### src/rtl/cmp_result_decoder_if.sv
// Operand/flag input channel, result output channel, counter clear and
// statistics outputs of the comparator result decoder.
interface cmp_result_decoder_if #(
  parameter int WIDTH = 4,
  parameter int CNT_W = 8
);
  logic             in_valid;
  logic             in_ready;
  logic [WIDTH-1:0] a;
  logic [WIDTH-1:0] b;
  logic [WIDTH-1:0] c;
  logic [WIDTH-1:0] d;
  logic             agt;
  logic             bgt;
  logic             cgt;
  logic             dgt;
  logic             out_valid;
  logic             out_ready;
  logic [1:0]       win_idx;
  logic [WIDTH-1:0] win_val;
  logic             all_tie;
  logic             flag_err;
  logic             clr_cnt;
  logic [CNT_W-1:0] cnt_a;
  logic [CNT_W-1:0] cnt_b;
  logic [CNT_W-1:0] cnt_c;
  logic [CNT_W-1:0] cnt_d;
  logic [CNT_W-1:0] tie_cnt;
  logic [CNT_W-1:0] err_cnt;

  // Upstream comparator + downstream consumer side
  modport master (
    output in_valid, a, b, c, d, agt, bgt, cgt, dgt, out_ready, clr_cnt,
    input  in_ready, out_valid, win_idx, win_val, all_tie, flag_err,
    input  cnt_a, cnt_b, cnt_c, cnt_d, tie_cnt, err_cnt
  );

  // Decoder side
  modport slave (
    input  in_valid, a, b, c, d, agt, bgt, cgt, dgt, out_ready, clr_cnt,
    output in_ready, out_valid, win_idx, win_val, all_tie, flag_err,
    output cnt_a, cnt_b, cnt_c, cnt_d, tie_cnt, err_cnt
  );
endinterface

### src/rtl/cmp_result_decoder.sv
// Receives the four operands plus winner flags from the max comparator,
// validates the flags against the operands, decodes winner index/value and
// keeps saturating per-input win, tie and error statistics.
//
// state   | meaning
// S_EMPTY | output register holds nothing, ready for a word
// S_FULL  | decoded result presented, waiting for out_ready
module cmp_result_decoder #(
  parameter int WIDTH = 4,
  parameter int CNT_W = 8
) (
  input  logic                 clk,
  input  logic                 rst_n,
  cmp_result_decoder_if.slave  bus
);

  typedef enum logic {
    S_EMPTY = 1'b0,
    S_FULL  = 1'b1
  } state_t;

  state_t           r_state;
  logic             r_out_valid;
  logic [1:0]       r_win_idx;
  logic [WIDTH-1:0] r_win_val;
  logic             r_all_tie;
  logic             r_flag_err;
  logic [CNT_W-1:0] r_cnt_a;
  logic [CNT_W-1:0] r_cnt_b;
  logic [CNT_W-1:0] r_cnt_c;
  logic [CNT_W-1:0] r_cnt_d;
  logic [CNT_W-1:0] r_tie_cnt;
  logic [CNT_W-1:0] r_err_cnt;

  logic             w_in_ready;
  logic             w_accept;
  logic [3:0]       w_flags;
  logic             w_all_eq;
  logic [1:0]       w_ref_idx;
  logic [WIDTH-1:0] w_ref_max;
  logic [1:0]       w_dec_idx;
  logic [WIDTH-1:0] w_dec_val;
  logic             w_dec_tie;
  logic             w_dec_err;

  function automatic logic [CNT_W-1:0] sat_inc(input logic [CNT_W-1:0] v);
    return (&v) ? v : v + 1'b1;
  endfunction

  assign w_in_ready = !r_out_valid || bus.out_ready;
  assign w_accept   = bus.in_valid && w_in_ready;
  assign w_flags    = {bus.agt, bus.bgt, bus.cgt, bus.dgt};
  assign w_all_eq   = (bus.a == bus.b) && (bus.b == bus.c) && (bus.c == bus.d);

  // Reference winner: strict-greater scan, so the lowest index keeps a partial tie
  always_comb begin
    w_ref_idx = 2'd0;
    w_ref_max = bus.a;
    if (bus.b > w_ref_max) begin
      w_ref_idx = 2'd1;
      w_ref_max = bus.b;
    end
    if (bus.c > w_ref_max) begin
      w_ref_idx = 2'd2;
      w_ref_max = bus.c;
    end
    if (bus.d > w_ref_max) begin
      w_ref_idx = 2'd3;
    end
  end

  // Flag decode and consistency check; a full tie must be signalled as 1111
  always_comb begin
    w_dec_idx = 2'd0;
    w_dec_val = '0;
    w_dec_tie = 1'b0;
    w_dec_err = 1'b1;
    case (w_flags)
      4'b1000: begin
        w_dec_idx = 2'd0;
        w_dec_val = bus.a;
        w_dec_err = (w_ref_idx != 2'd0) || w_all_eq;
      end
      4'b0100: begin
        w_dec_idx = 2'd1;
        w_dec_val = bus.b;
        w_dec_err = (w_ref_idx != 2'd1);
      end
      4'b0010: begin
        w_dec_idx = 2'd2;
        w_dec_val = bus.c;
        w_dec_err = (w_ref_idx != 2'd2);
      end
      4'b0001: begin
        w_dec_idx = 2'd3;
        w_dec_val = bus.d;
        w_dec_err = (w_ref_idx != 2'd3);
      end
      4'b1111: begin
        w_dec_idx = 2'd0;
        w_dec_val = bus.a;
        w_dec_tie = w_all_eq;
        w_dec_err = !w_all_eq;
      end
      default: begin
        w_dec_idx = 2'd0;
        w_dec_val = '0;
        w_dec_tie = 1'b0;
        w_dec_err = 1'b1;
      end
    endcase
  end

  // One-entry output register FSM; reload on the same edge the old result leaves
  always_ff @(posedge clk) begin
    if (!rst_n) begin
      r_state     <= S_EMPTY;
      r_out_valid <= 1'b0;
      r_win_idx   <= 2'd0;
      r_win_val   <= '0;
      r_all_tie   <= 1'b0;
      r_flag_err  <= 1'b0;
    end else begin
      case (r_state)
        S_EMPTY: begin
          if (w_accept) begin
            r_state     <= S_FULL;
            r_out_valid <= 1'b1;
            r_win_idx   <= w_dec_idx;
            r_win_val   <= w_dec_val;
            r_all_tie   <= w_dec_tie;
            r_flag_err  <= w_dec_err;
          end
        end
        S_FULL: begin
          if (w_accept) begin
            r_win_idx   <= w_dec_idx;
            r_win_val   <= w_dec_val;
            r_all_tie   <= w_dec_tie;
            r_flag_err  <= w_dec_err;
          end else if (bus.out_ready) begin
            r_state     <= S_EMPTY;
            r_out_valid <= 1'b0;
          end
        end
      endcase
    end
  end

  // Saturating statistics, bumped only on accept; clear wins over an increment
  always_ff @(posedge clk) begin
    if (!rst_n || bus.clr_cnt) begin
      r_cnt_a   <= '0;
      r_cnt_b   <= '0;
      r_cnt_c   <= '0;
      r_cnt_d   <= '0;
      r_tie_cnt <= '0;
      r_err_cnt <= '0;
    end else if (w_accept) begin
      if (w_dec_err) begin
        r_err_cnt <= sat_inc(r_err_cnt);
      end else if (w_dec_tie) begin
        r_tie_cnt <= sat_inc(r_tie_cnt);
      end else begin
        case (w_dec_idx)
          2'd0:    r_cnt_a <= sat_inc(r_cnt_a);
          2'd1:    r_cnt_b <= sat_inc(r_cnt_b);
          2'd2:    r_cnt_c <= sat_inc(r_cnt_c);
          default: r_cnt_d <= sat_inc(r_cnt_d);
        endcase
      end
    end
  end

  assign bus.in_ready  = w_in_ready;
  assign bus.out_valid = r_out_valid;
  assign bus.win_idx   = r_win_idx;
  assign bus.win_val   = r_win_val;
  assign bus.all_tie   = r_all_tie;
  assign bus.flag_err  = r_flag_err;
  assign bus.cnt_a     = r_cnt_a;
  assign bus.cnt_b     = r_cnt_b;
  assign bus.cnt_c     = r_cnt_c;
  assign bus.cnt_d     = r_cnt_d;
  assign bus.tie_cnt   = r_tie_cnt;
  assign bus.err_cnt   = r_err_cnt;

endmodule

### src/flat_wrapper.sv
// flat-port wrapper written by rule: the top's interface ports become plain ports
module cmp_result_decoder_flat 
#(
  parameter int WIDTH = 4,
  parameter int CNT_W = 8
)
  (clk, rst_n, bus_in_valid, bus_a, bus_b, bus_c, bus_d, bus_agt, bus_bgt, bus_cgt, bus_dgt, bus_out_ready, bus_clr_cnt, bus_in_ready, bus_out_valid, bus_win_idx, bus_win_val, bus_all_tie, bus_flag_err, bus_cnt_a, bus_cnt_b, bus_cnt_c, bus_cnt_d, bus_tie_cnt, bus_err_cnt);
  cmp_result_decoder_if #(.WIDTH(WIDTH), .CNT_W(CNT_W)) bus_i ();
  input  logic clk;
  input  logic rst_n;
  input wire logic [$bits(bus_i.in_valid)-1:0] bus_in_valid;
  input wire logic [$bits(bus_i.a)-1:0] bus_a;
  input wire logic [$bits(bus_i.b)-1:0] bus_b;
  input wire logic [$bits(bus_i.c)-1:0] bus_c;
  input wire logic [$bits(bus_i.d)-1:0] bus_d;
  input wire logic [$bits(bus_i.agt)-1:0] bus_agt;
  input wire logic [$bits(bus_i.bgt)-1:0] bus_bgt;
  input wire logic [$bits(bus_i.cgt)-1:0] bus_cgt;
  input wire logic [$bits(bus_i.dgt)-1:0] bus_dgt;
  input wire logic [$bits(bus_i.out_ready)-1:0] bus_out_ready;
  input wire logic [$bits(bus_i.clr_cnt)-1:0] bus_clr_cnt;
  output wire logic [$bits(bus_i.in_ready)-1:0] bus_in_ready;
  output wire logic [$bits(bus_i.out_valid)-1:0] bus_out_valid;
  output wire logic [$bits(bus_i.win_idx)-1:0] bus_win_idx;
  output wire logic [$bits(bus_i.win_val)-1:0] bus_win_val;
  output wire logic [$bits(bus_i.all_tie)-1:0] bus_all_tie;
  output wire logic [$bits(bus_i.flag_err)-1:0] bus_flag_err;
  output wire logic [$bits(bus_i.cnt_a)-1:0] bus_cnt_a;
  output wire logic [$bits(bus_i.cnt_b)-1:0] bus_cnt_b;
  output wire logic [$bits(bus_i.cnt_c)-1:0] bus_cnt_c;
  output wire logic [$bits(bus_i.cnt_d)-1:0] bus_cnt_d;
  output wire logic [$bits(bus_i.tie_cnt)-1:0] bus_tie_cnt;
  output wire logic [$bits(bus_i.err_cnt)-1:0] bus_err_cnt;
  assign bus_i.in_valid = bus_in_valid;
  assign bus_i.a = bus_a;
  assign bus_i.b = bus_b;
  assign bus_i.c = bus_c;
  assign bus_i.d = bus_d;
  assign bus_i.agt = bus_agt;
  assign bus_i.bgt = bus_bgt;
  assign bus_i.cgt = bus_cgt;
  assign bus_i.dgt = bus_dgt;
  assign bus_i.out_ready = bus_out_ready;
  assign bus_i.clr_cnt = bus_clr_cnt;
  assign bus_in_ready = bus_i.in_ready;
  assign bus_out_valid = bus_i.out_valid;
  assign bus_win_idx = bus_i.win_idx;
  assign bus_win_val = bus_i.win_val;
  assign bus_all_tie = bus_i.all_tie;
  assign bus_flag_err = bus_i.flag_err;
  assign bus_cnt_a = bus_i.cnt_a;
  assign bus_cnt_b = bus_i.cnt_b;
  assign bus_cnt_c = bus_i.cnt_c;
  assign bus_cnt_d = bus_i.cnt_d;
  assign bus_tie_cnt = bus_i.tie_cnt;
  assign bus_err_cnt = bus_i.err_cnt;
  cmp_result_decoder #(.WIDTH(WIDTH), .CNT_W(CNT_W)) u_core (.clk(clk), .rst_n(rst_n), .bus(bus_i));
endmodule
### config.mk
export PLATFORM = sky130hd
export DESIGN_NAME = cmp_result_decoder_flat
export DESIGN_NICKNAME = d
export VERILOG_FILES = /design/src/rtl/cmp_result_decoder_if.sv /design/src/rtl/cmp_result_decoder.sv /design/src/flat_wrapper.sv
export SDC_FILE = /design/constraint.sdc
export NUM_CORES = 1
export LEC_CHECK = 0
export ABC_AREA = 1
export CAP_MARGIN = 10
export CORE_MARGIN = 5
export CORE_UTILIZATION = 55
export CTS_CLUSTER_SIZE = 30
export DETAILED_ROUTE_END_ITERATION = 10
export PLACE_DENSITY = 0.87
export SLEW_MARGIN = 20
export SYNTH_ARGS = -nofsm -noshare
export SYNTH_HDL_FRONTEND = slang
export SYNTH_SLANG_ARGS = --single-unit
### constraint.sdc
create_clock -name clk -period 13.42 [get_ports clk]
set_input_delay 3.355 -clock clk [delete_from_list [all_inputs] [get_ports clk]]
set_output_delay 3.355 -clock clk [all_outputs]
set_load 0.05 [all_outputs]
Yosys cells after proc, flatten, opt, wreduce, memory -nomap -nowiden
Cells that the tools add are included.

Register bits: 58. Bits of input ports: 25. Output and inout bits: 58. Logic and storage cells: 94.

Add/sub/neg operators: 6. $lt $le $gt $ge: 3. Eq/ne operators: 16. Muxes and demuxes: 21. Bitwise operators: 10. Reduce and logical (&&, ||, !) cells: 26.

Operators with widths (count): adder 8 x 1 -> 8 bit (second input constant) (6); AND reduction 8 bit (6); AND reduction 5 bit (4); one-hot mux 4 bit (4 select lines) (1); equality test 4 bit (3); > comparator 4 bit (3); 2-to-1 mux 4 bit (3); 2-to-1 mux 1 bit (10); NOT 1 bit (10); equality test 4 bit (second input constant) (2); inequality test 2 bit (second input constant) (4); 2-to-1 mux 2 bit (3); one-hot mux 2 bit (3 select lines) (1); AND reduction 3 bit (2); one-hot mux 1 bit (5 select lines) (1); equality test 4 x 1 -> 1 bit (second input constant) (1); equality test 4 x 2 -> 1 bit (second input constant) (1); equality test 4 x 3 -> 1 bit (second input constant) (1); inequality test 2 x 1 -> 1 bit (second input constant) (2); one-hot mux 1 bit (2 select lines) (2); AND reduction 4 bit (1); logical AND 1 bit (3); logical NOT 1 bit (3); logical OR 1 bit (3); other kinds (6) (6).

Depth between registers and ports, before layout
Gate-level depths: netlist (run 1).

Depth after elaboration: 11. Depth in mapped cells: 38. Gate-level depth less buffers: 37.

Worst setup path before layout (run 1)
No wires, ideal clock.

Kind: input port to output port. Start: input bus_out_ready. End: output bus_in_ready. Data arrival time: 3.734 ns. Required time: 10.065 ns. Slack: 6.331 ns. Stages: 2. Buffers on the path: 0. Cell sequence: inv_1 > nand2_1.

Longest elaborated chain between the ends: 1.

Ends and longest elaborated chain: from (decl) (RTL line flat_wrapper.sv:20) `input wire logic [$bits(bus_i.out_ready)-1:0] bus_out_ready;`; logical OR 1 bit (RTL line cmp_result_decoder.sv:50) `assign w_in_ready = !r_out_valid || bus.out_ready;`; to (decl) (RTL line flat_wrapper.sv:22) `output wire logic [$bits(bus_i.in_ready)-1:0] bus_in_ready;`.

No other way between the ends.

Final worst setup path (run 1)
Same ends and word-level chain as after synthesis.

==> results.py, run 1 <==
metrics = {
    "timing": {
        "tightest_slew_ns": 0.883,
        "setup_viol": 0,
        "layout_min_cycle_time_ns": 8.16,
        "fmax_mhz": 123,
        "period_share_pct": 60.8,
        "finalHoldViolCount": 0,
        "max_slew_margin_pct": 41.1,
        "tns_ns": 0,
        "drv_slew": 0,
        "worst_slack_ns": 5.26,
        "fin_skew_ns": 0.0136,
        "rsz0062_at_grt": "false",
    },
    "power_and_ir_drop": {
        "p_clk_share_pct": 37.5,
        "internal_power_mw": 0.289,
        "power_density_nw_per_um2": 89.0,
        "vdd_drop_max_mv": 0.0718,
        "switching_share_pct": 30.7,
        "pwr-share-comb_pct": 20.4,
        "switchingPower_mw": 0.129,
        "p_seq_share_pct": 42.0,
        "p_leak_nw": 1.89,
    },
    "logic_synthesis": {
        "yosysUniqueCellTypes": 34,
        "async_flop_share_pct": 0,
        "synth_edf_count": 0,
        "syn_nets": 581,
        "syn_area_um2": 3620,
        "syn-instance-count": 538,
        "synth_area_per_cell_um2": 6.72,
        "synthFlopType": "dfxtp_1",
        "synth-seq-cells": 58,
        "synth_warnings": 0,
        "yosysSeqAreaShare_pct": 32.1,
    },
    "placed_design": {
        "post-place-ws_ns": 5.26,
        "port_buffers": 82,
        "gp_congestion": 0.910,
        "place_hpwl_um": 7350,
    },
    "die": {
        "coreArea_um2": 6390,
        "io_pins": 83,
        "die_x_um": 91.1,
        "dieArea_um2": 8300,
        "start_util_pct": 56.6,
        "fp.dieH_um": 91.1,
        "num_rows": 29,
    },
    "routing": {
        "ant_nets": 0,
        "dr.pass1.iters": 5,
        "drc_errors": 0,
        "viasPerCell": 5.50,
        "drt_iter0_drc": 209,
        "num_vias": 3886,
        "wire_per_inst_um": 13.8,
        "totalWireLength_um": 9710,
    },
    "layout": {
        "final_net_count": 667,
        "diodes": 0,
        "seqCellArea_um2": 1160,
        "final_common_cell": "nand2_1",
        "multi_input_area_um2": 2180,
        "fillers": 521,
        "drive_gt1_share_pct": 7.79,
        "final_cell_mix": "nand2_1 (145), clkdlybuf4s50_1 (82), nor2_1 (60), dfxtp_1 (58), inv_1 (48)",
        "area_delta_synth_final_pct": 29.9,
    },
    "worst_setup_path": {
        "worst_ep_arrival_time_ns": 4.80,
        "ff2ff_path_depth": 8,
        "cp-end-kind": "output pin",
        "path_class": "primary input to output pin",
        "required_ns": 10.06,
        "rr_startpoint": "u_core.bus.out_valid",
        "startpoint": "bus_out_ready",
        "worstSetupStartpointType": "primary input",
        "crit_fanout": 2,
    },
    "min_path": {
        "min-delay-start": "u_core.bus.win_val[2]",
        "hold_depth": 2,
        "hold_path.class": "register to register",
    },
    "global_routing": {
        "antenna_found_initial": 0,
        "grt_pass1_wl_um": 16400,
        "grt_max_degree": 25,
        "grt_pass1_vias": 3624,
        "grt_usage_pct": 23.3,
        "grt.overflow.total": 0,
    },
    "clock_network": {
        "cts_inserted_buffers": 9,
        "htreeDepth": 3,
        "path_clk_slew_ns": 0.07,
        "cts_hold_buf": 0,
        "clock_latency_ns": 0.34,
        "postCtsSetupBuffers": 0,
        "cts_tree": "yes",
        "ctsLongestPathBuffers": 2,
        "cts_sinks": 58,
        "cts_root_buffer": "clkbuf_8",
        "cts-resized-gates": 0,
    },
    "run_status": {
        "status": "finished, final reports clean",
    },
    "job": {
        "drv_cap": 0,
    },
}
[synthesized netlist by cell type (2+ instances only)]
master     count  share of area (%)
nand2_1      145                 15
nor2_1        60                6.2
dfxtp_1       58                 32
inv_1         48                5.0
a21oi_1       44                6.1
nand3_1       37                5.1
ha_1          18                6.2
nand4_1       18                3.1
o21ai_0       18                2.5
inv_2         13                1.3
xnor2_1       12                2.9
xor2_1        10                2.4
clkbuf_1       8               0.83
nor3_1         8                1.1
o21ai_1        7               0.97
nor2_2         4               0.69
nand4_4        3                1.8
o2111ai_1      3               0.73
a211oi_1       2               0.41
a31oi_1        2               0.35
clkinv_1       2               0.21
clkinv_2       2               0.28
nand2_2        2               0.35
nand2_4        2               0.62
nand3_2        2               0.55
nor3_4         2               0.90
[path summary, 6_finish.rpt]
kind / to / slack, ns
max: bus_in_ready / 5.26
min: u_core.bus.win_val[2] / 0.47
max reg2reg: u_core.bus.tie_cnt[7] / 10.71
min reg2reg: u_core.bus.win_val[2] / 0.47
[layout make-up]
cell class | instances | area share, %
timing repair buffer | 83 | 17.6
clock buffer | 11 | 2.80
multi-input combinational | 407 | 46.4
tap | 77 | 2.05
sequential | 58 | 24.7
inverter | 65 | 5.25
clock inverter | 5 | 1.15
[critical path, stage by stage]
cell and delay, ns:
clkdlybuf4s50_1 0.48, inv_1 0.06, nand2_1 0.07, clkdlybuf4s50_1 0.83
[metal layers]
layer	wire [um]	track usage, %	up-vias
li1	-	-	1937
met1	4070	28.9	1772
met2	4740	39.1	156
met3	705	5.21	21
met4	198	9.05	0
met5	0	0	-
[power by group through the flow]
stage / Clock, mW / Combinational, mW / Sequential (mW)
floorplan: 0 / 0.0522 / 0.186
global placement: 0 / 0.0809 / 0.179
detailed placement: 0 / 0.0846 / 0.180
CTS: 0.159 / 0.0850 / 0.176
global route: 0.165 / 0.0951 / 0.176
finish: 0.157 / 0.0854 / 0.176
[per-stage QoR]
step / power, mW / hold WS [ns] / utilization [%] / cells / instance area (um^2)
floorplan: 0.238 / 0.457 / - / 538 / 3620
global placement: 0.260 / 0.456 / 70.7 / 690 / 4510
detailed placement: 0.264 / 0.458 / 70.7 / 690 / 4510
CTS: 0.419 / 0.469 / 73.6 / 706 / 4700
global route: 0.436 / 0.497 / 73.6 / 706 / 4700
finish: 0.418 / 0.469 / 73.6 / 706 / 4700
[cells by family after synthesis]
family | synth area share (%)
buffers and inverters | 7.64
DFF | 32.1
xor gates and xnor gates | 5.33
and+or+nand+nor | 36.8
AOI/OAI and AO/OA | 11.9
adders and majority gates | 6.23
[flip-flops by register name, indices dropped and copies added (netlist names)]
signal                flops
u_core.bus.all_tie        1
u_core.r_state            1
u_core.bus.tie_cnt        8
u_core.bus.cnt_a          8
u_core.bus.cnt_d          8
u_core.bus.win_idx        2
u_core.bus.out_valid      1
u_core.bus.cnt_b          8
u_core.bus.flag_err       1
u_core.bus.cnt_c          8
u_core.bus.win_val        4
u_core.bus.err_cnt        8
(Power assumes the default switching activity.)
==> inputs of run 2 (changes only) <==
Settings changed: CORE_UTILIZATION 55 to 51, PLACE_DENSITY 0.87 to 0.81.
Clock period 13.42 ns to 8.6 ns, I/O delays scaled along.
==> run 2 against run 1 <==
Critical path type is now primary input to register. Global-route usage decreased by 0.73 points. Routed wire length shrank 0.59%. Count of clock-buffer cells in the layout shrank 1. Final area is 1.2% higher. Core utilization fell by 4.0 points. Setup slack got worse by 2.8 ns. Via count fell by 1.9%. Die area rose by 7.0%. Hold slack gained 0.0025 ns. Non-clock buffer count unchanged. Clock skew shrank 0.0054 ns.
==> results.py, run 2 (synthesis gave the netlist of run 1 again) <==
metrics = {
    "clock_network": {
        "path_clk_slew_ns": 0.06,
        "cts_hold_buf": 0,
        "htreeDepth": 3,
        "postCtsSetupBuffers": 0,
        "cts_inserted_buffers": 9,
        "ctsLongestPathBuffers": 2,
        "cts_root_buffer": "clkbuf_8",
        "cts_tree": "yes",
        "cts-resized-gates": 0,
        "clock_latency_ns": 0.33,
        "cts_sinks": 58,
    },
    "timing": {
        "drv_slew": 0,
        "fmax_mhz": 162,
        "tightest_slew_ns": 0.883,
        "tns_ns": 0,
        "layout_min_cycle_time_ns": 6.16,
        "worst_slack_ns": 2.44,
        "rsz0062_at_grt": "false",
        "period_share_pct": 71.7,
        "setup_viol": 0,
        "whs_ns": 0.471,
        "max_slew_margin_pct": 41.1,
        "fin_skew_ns": 0.00822,
        "finalHoldViolCount": 0,
    },
    "layout": {
        "final_common_cell": "nand2_1",
        "drive_gt1_share_pct": 7.96,
        "final_net_count": 667,
        "postLayoutCellArea_um2": 4750,
        "area_delta_synth_final_pct": 31.4,
        "final_cell_mix": "nand2_1 (145), clkdlybuf4s50_1 (82), nor2_1 (60), dfxtp_1 (58), inv_1 (48)",
        "diodes": 0,
        "fillers": 595,
    },
    "global_routing": {
        "grt_usage_pct": 22.6,
        "grt_pass1_vias": 3584,
        "grt_max_degree": 25,
        "antenna_found_initial": 0,
        "grt_pass1_wl_um": 16200,
        "grt.overflow.total": 0,
    },
    "worst_setup_path": {
        "required_ns": 8.84,
        "cpMostUsedCell": "nand2_1",
        "path_class": "primary input to register",
        "crit_fanout": 12,
        "cp_num_buf_inv": 3,
        "critPathMaxStageDelay_ns": 0.54,
        "worst_ep_arrival_time_ns": 6.41,
        "crit_slowest_cell": "clkdlybuf4s50_1",
        "worstSetupStartpointType": "primary input",
        "cpLargestDelayFamily": "simple AND/OR/NAND/NOR gates",
        "cp-end-kind": "register",
    },
    "routing": {
        "drc_errors": 0,
        "viasPerCell": 5.27,
        "drt_iter0_drc": 190,
        "ant_nets": 0,
        "num_vias": 3812,
        "dr.pass1.iters": 5,
        "totalWireLength_um": 9660,
        "wire_per_inst_um": 13.3,
    },
    "run_status": {
        "status": "finished, final reports clean",
    },
    "die": {
        "dieArea_um2": 8880,
        "start_util_pct": 52.9,
        "fp.dieH_um": 94.2,
        "io_pins": 83,
        "num_rows": 30,
        "coreArea_um2": 6830,
        "die_x_um": 94.2,
    },
    "min_path": {
        "hold_path.class": "register to register",
    },
    "placed_design": {
        "placed_area_um2": 4540,
        "post-place-ws_ns": 2.14,
        "port_buffers": 82,
        "place_hpwl_um": 7320,
        "gp_congestion": 0.920,
    },
    "power_and_ir_drop": {
        "p_total_mw": 0.682,
        "p_leak_nw": 1.91,
        "power_density_nw_per_um2": 144,
        "vdd_drop_max_mv": 0.135,
    },
    "job": {
        "drv_cap": 0,
    },
}
run 2: worst reg2reg max path, delay by kind of cell, from the launching register on:
family / cells / cell delay, ns
and+or+nand+nor: 5 / 1.26
AOI/OAI and AO/OA: 2 / 0.19
buffers and inverters: 1 / 0.79
DFF: 1 / 0.32
run 2: cell type report:
type | instances | area [um^2] | area share, %
Clock buffer | 10 | 138 | 2.90
Clock inverter | 5 | 78.8 | 1.66
Inverter | 65 | 246 | 5.19
Multi-Input combinational cell | 407 | 2180 | 45.9
Sequential cell | 58 | 1160 | 24.4
Tap cell | 96 | 120 | 2.53
Timing Repair Buffer | 83 | 828 | 17.4
run 2: worst paths after layout:
path | start | to | slack [ns] | cells after the start
worst max register to register | u_core.bus.out_valid | u_core.bus.tie_cnt[7] | 5.92 | 8
worst max-delay path | bus_b[3] | u_core.bus.cnt_d[6] | 2.44 | 30
worst min register to register | u_core.bus.win_val[0] | u_core.bus.win_val[0] | 0.47 | 2
worst min-delay path | u_core.bus.win_val[0] | u_core.bus.win_val[0] | 0.47 | 2
run 2: metrics by stage:
stage | cells | util [%]
2_1_floorplan | 538 | -
3_3_place_gp | 709 | 66.4
3_5_place_dp | 709 | 66.4
4_1_cts | 724 | 69.6
5_1_grt | 724 | 69.6
6_report | 724 | 69.6
run 2: power by group:
group,total [mW],internal (mW),switching [mW]
clock,0.277,0.169,0.108
sequential,0.274,0.272,0.00227
combinational,0.131,0.0465,0.0847
total,0.682,0.487,0.195
run 2: routing by layer:
metal	share of wire (%)	up-vias	GRT usage [%]
met4	0.85	0	6.26
met2	48	123	38.1
li1	-	1933	-
met1	45	1749	28.7
met3	6.0	7	5.13
met5	0	-	0
==> inputs of run 3 (changes only) <==
Clock period 8.6 ns to 5.85 ns, I/O delays scaled along.
==> run 3 against run 2 <==
Critical path depth increased by 1. Critical endpoint is now u_core.bus.cnt_a[4]. Register-to-register slack got worse by 2.3 ns. Largest cell class unchanged. Hold slack got worse by 0.0037 ns.
==> results.py, run 3 (synthesis gave the netlist of run 1 again) <==
metrics = {
    "clock_network": {
        "cts_hold_buf": 0,
        "clock_latency_ns": 0.33,
        "postCtsSetupBuffers": 0,
        "cts_sinks": 58,
        "path_clk_slew_ns": 0.07,
        "htreeDepth": 3,
        "ctsLongestPathBuffers": 2,
        "cts_tree": "yes",
        "cts_root_buffer": "clkbuf_8",
        "cts_inserted_buffers": 9,
    },
    "timing": {
        "period_share_pct": 91.6,
        "layout_min_cycle_time_ns": 5.36,
        "tightest_slew_ns": 0.786,
        "tns_ns": 0,
        "setup_viol": 0,
        "fmax_mhz": 187,
        "drv_slew": 0,
        "fin_skew_ns": 0.0123,
        "finalHoldViolCount": 0,
        "rsz0062_at_grt": "false",
        "max_slew_margin_pct": 47.5,
    },
    "global_routing": {
        "grt.overflow.total": 0,
        "grt_pass1_vias": 3456,
        "grt_usage_pct": 21.8,
        "grt_pass1_wl_um": 15600,
        "antenna_found_initial": 0,
        "grt_max_degree": 25,
    },
    "power_and_ir_drop": {
        "switching_share_pct": 30.6,
        "p_seq_share_pct": 43.6,
        "p_leak_nw": 1.89,
        "internal_power_mw": 0.642,
        "p_clk_share_pct": 35.3,
        "vdd_drop_max_mv": 0.135,
        "switchingPower_mw": 0.283,
        "pwr-share-comb_pct": 21.1,
        "p_total_mw": 0.925,
        "power_density_nw_per_um2": 196,
    },
    "layout": {
        "diodes": 0,
        "final_cell_mix": "nand2_1 (144), clkdlybuf4s50_1 (82), nor2_1 (60), dfxtp_1 (58), inv_1 (48)",
        "stdcell_count": 725,
        "drive_gt1_share_pct": 8.11,
        "final_net_count": 669,
        "area_delta_synth_final_pct": 30.5,
        "final_common_cell": "nand2_1",
        "fillers": 568,
    },
    "worst_setup_path": {
        "crit_slowest_cell": "clkdlybuf4s50_1",
        "critPathMaxStageDelay_ns": 0.53,
        "worstSetupStartpointType": "primary input",
        "worst_ep_arrival_time_ns": 5.58,
        "cp-end-kind": "register",
        "path_class": "primary input to register",
        "required_ns": 6.08,
        "crit_fanout": 12,
        "cpMostUsedCell": "nand2_1",
    },
    "die": {
        "die_x_um": 94.2,
        "dieArea_um2": 8880,
        "num_rows": 30,
        "coreArea_um2": 6830,
        "io_pins": 83,
        "fp.dieH_um": 94.2,
        "start_util_pct": 52.9,
    },
    "routing": {
        "drc_errors": 0,
        "totalWireLength_um": 9620,
        "viasPerCell": 5.28,
        "wire_per_inst_um": 13.3,
        "num_vias": 3831,
        "drt_iter0_drc": 198,
        "ant_nets": 0,
        "dr.pass1.iters": 5,
    },
    "job": {
        "drv_cap": 0,
    },
    "min_path": {
        "hold_path.class": "register to register",
    },
    "placed_design": {
        "place_hpwl_um": 7280,
        "port_buffers": 82,
        "gp_congestion": 0.968,
        "place_inst": 711,
    },
    "run_status": {
        "status": "finished, final reports clean",
    },
}
run 3: power by group through the flow:
stage / combinational (mW) / sequential [mW] / clock (mW)
final: 0.195 / 0.403 / 0.327
after global routing: 0.216 / 0.403 / 0.347
after floorplan: 0.120 / 0.426 / 0
after detailed placement: 0.192 / 0.412 / 0
after global placement: 0.186 / 0.412 / 0
after CTS: 0.193 / 0.403 / 0.332
run 3: critical path, delay by kind of cell:
family	cells	cell delay, ns
AND/OR/NAND/NOR	23	2.19
buffers and inverters	3	0.61
AO/OA/AOI/OAI	2	0.38
adder cells (fa/ha/maj)	3	0.95
run 3: through the flow:
stage          hold WS (ns)  area (um^2)  utilization (%)  setup WS [ns]
2_1_floorplan         0.457         3620                -          0.996
3_3_place_gp          0.457         4550             66.6          0.301
3_5_place_dp          0.458         4550             66.6          0.100
4_1_cts               0.469         4720             69.1          0.453
5_1_grt               0.493         4720             69.1          0.110
6_report              0.467         4720             69.1          0.494
run 3: what timing repair did:
| item | CTS | global route |
|---|---|---|
| hold endpoints to repair | 0 | 0 |
| gates resized for setup | 0 | 1 |
| setup endpoints to repair | 0 | 1 |
run 3: per-layer routing:
layer / GRT usage [%] / up-vias / wire length (um) / share of wire [%]
met3: 4.81 / 12 / 669 / 7.0
met2: 36.1 / 145 / 4650 / 48
li1: - / 1945 / - / -
met5: 0 / - / 0 / 0
met4: 6.98 / 0 / 118 / 1.2
met1: 27.9 / 1729 / 4180 / 43
run 3: area by class of cell:
type                       count  area, um^2  share of cell area, %
tap                           96         120                   2.54
clock inverter                 2        13.8                  0.291
timing repair buffer          85         843                   17.9
clock buffer                  12         155                   3.29
inverter                      65         246                   5.22
multi-input combinational    407        2180                   46.2
sequential                    58        1160                   24.6
run 3: path summary, 6_finish.rpt:
path,from,endpoint,slack (ns),cells after the start
setup reg to reg,u_core.bus.out_valid,u_core.bus.tie_cnt[7],3.64,9
hold reg to reg,u_core.bus.all_tie,u_core.bus.all_tie,0.47,2
hold / removal,u_core.bus.all_tie,u_core.bus.all_tie,0.47,2
setup / recovery,bus_b[3],u_core.bus.cnt_a[4],0.49,31
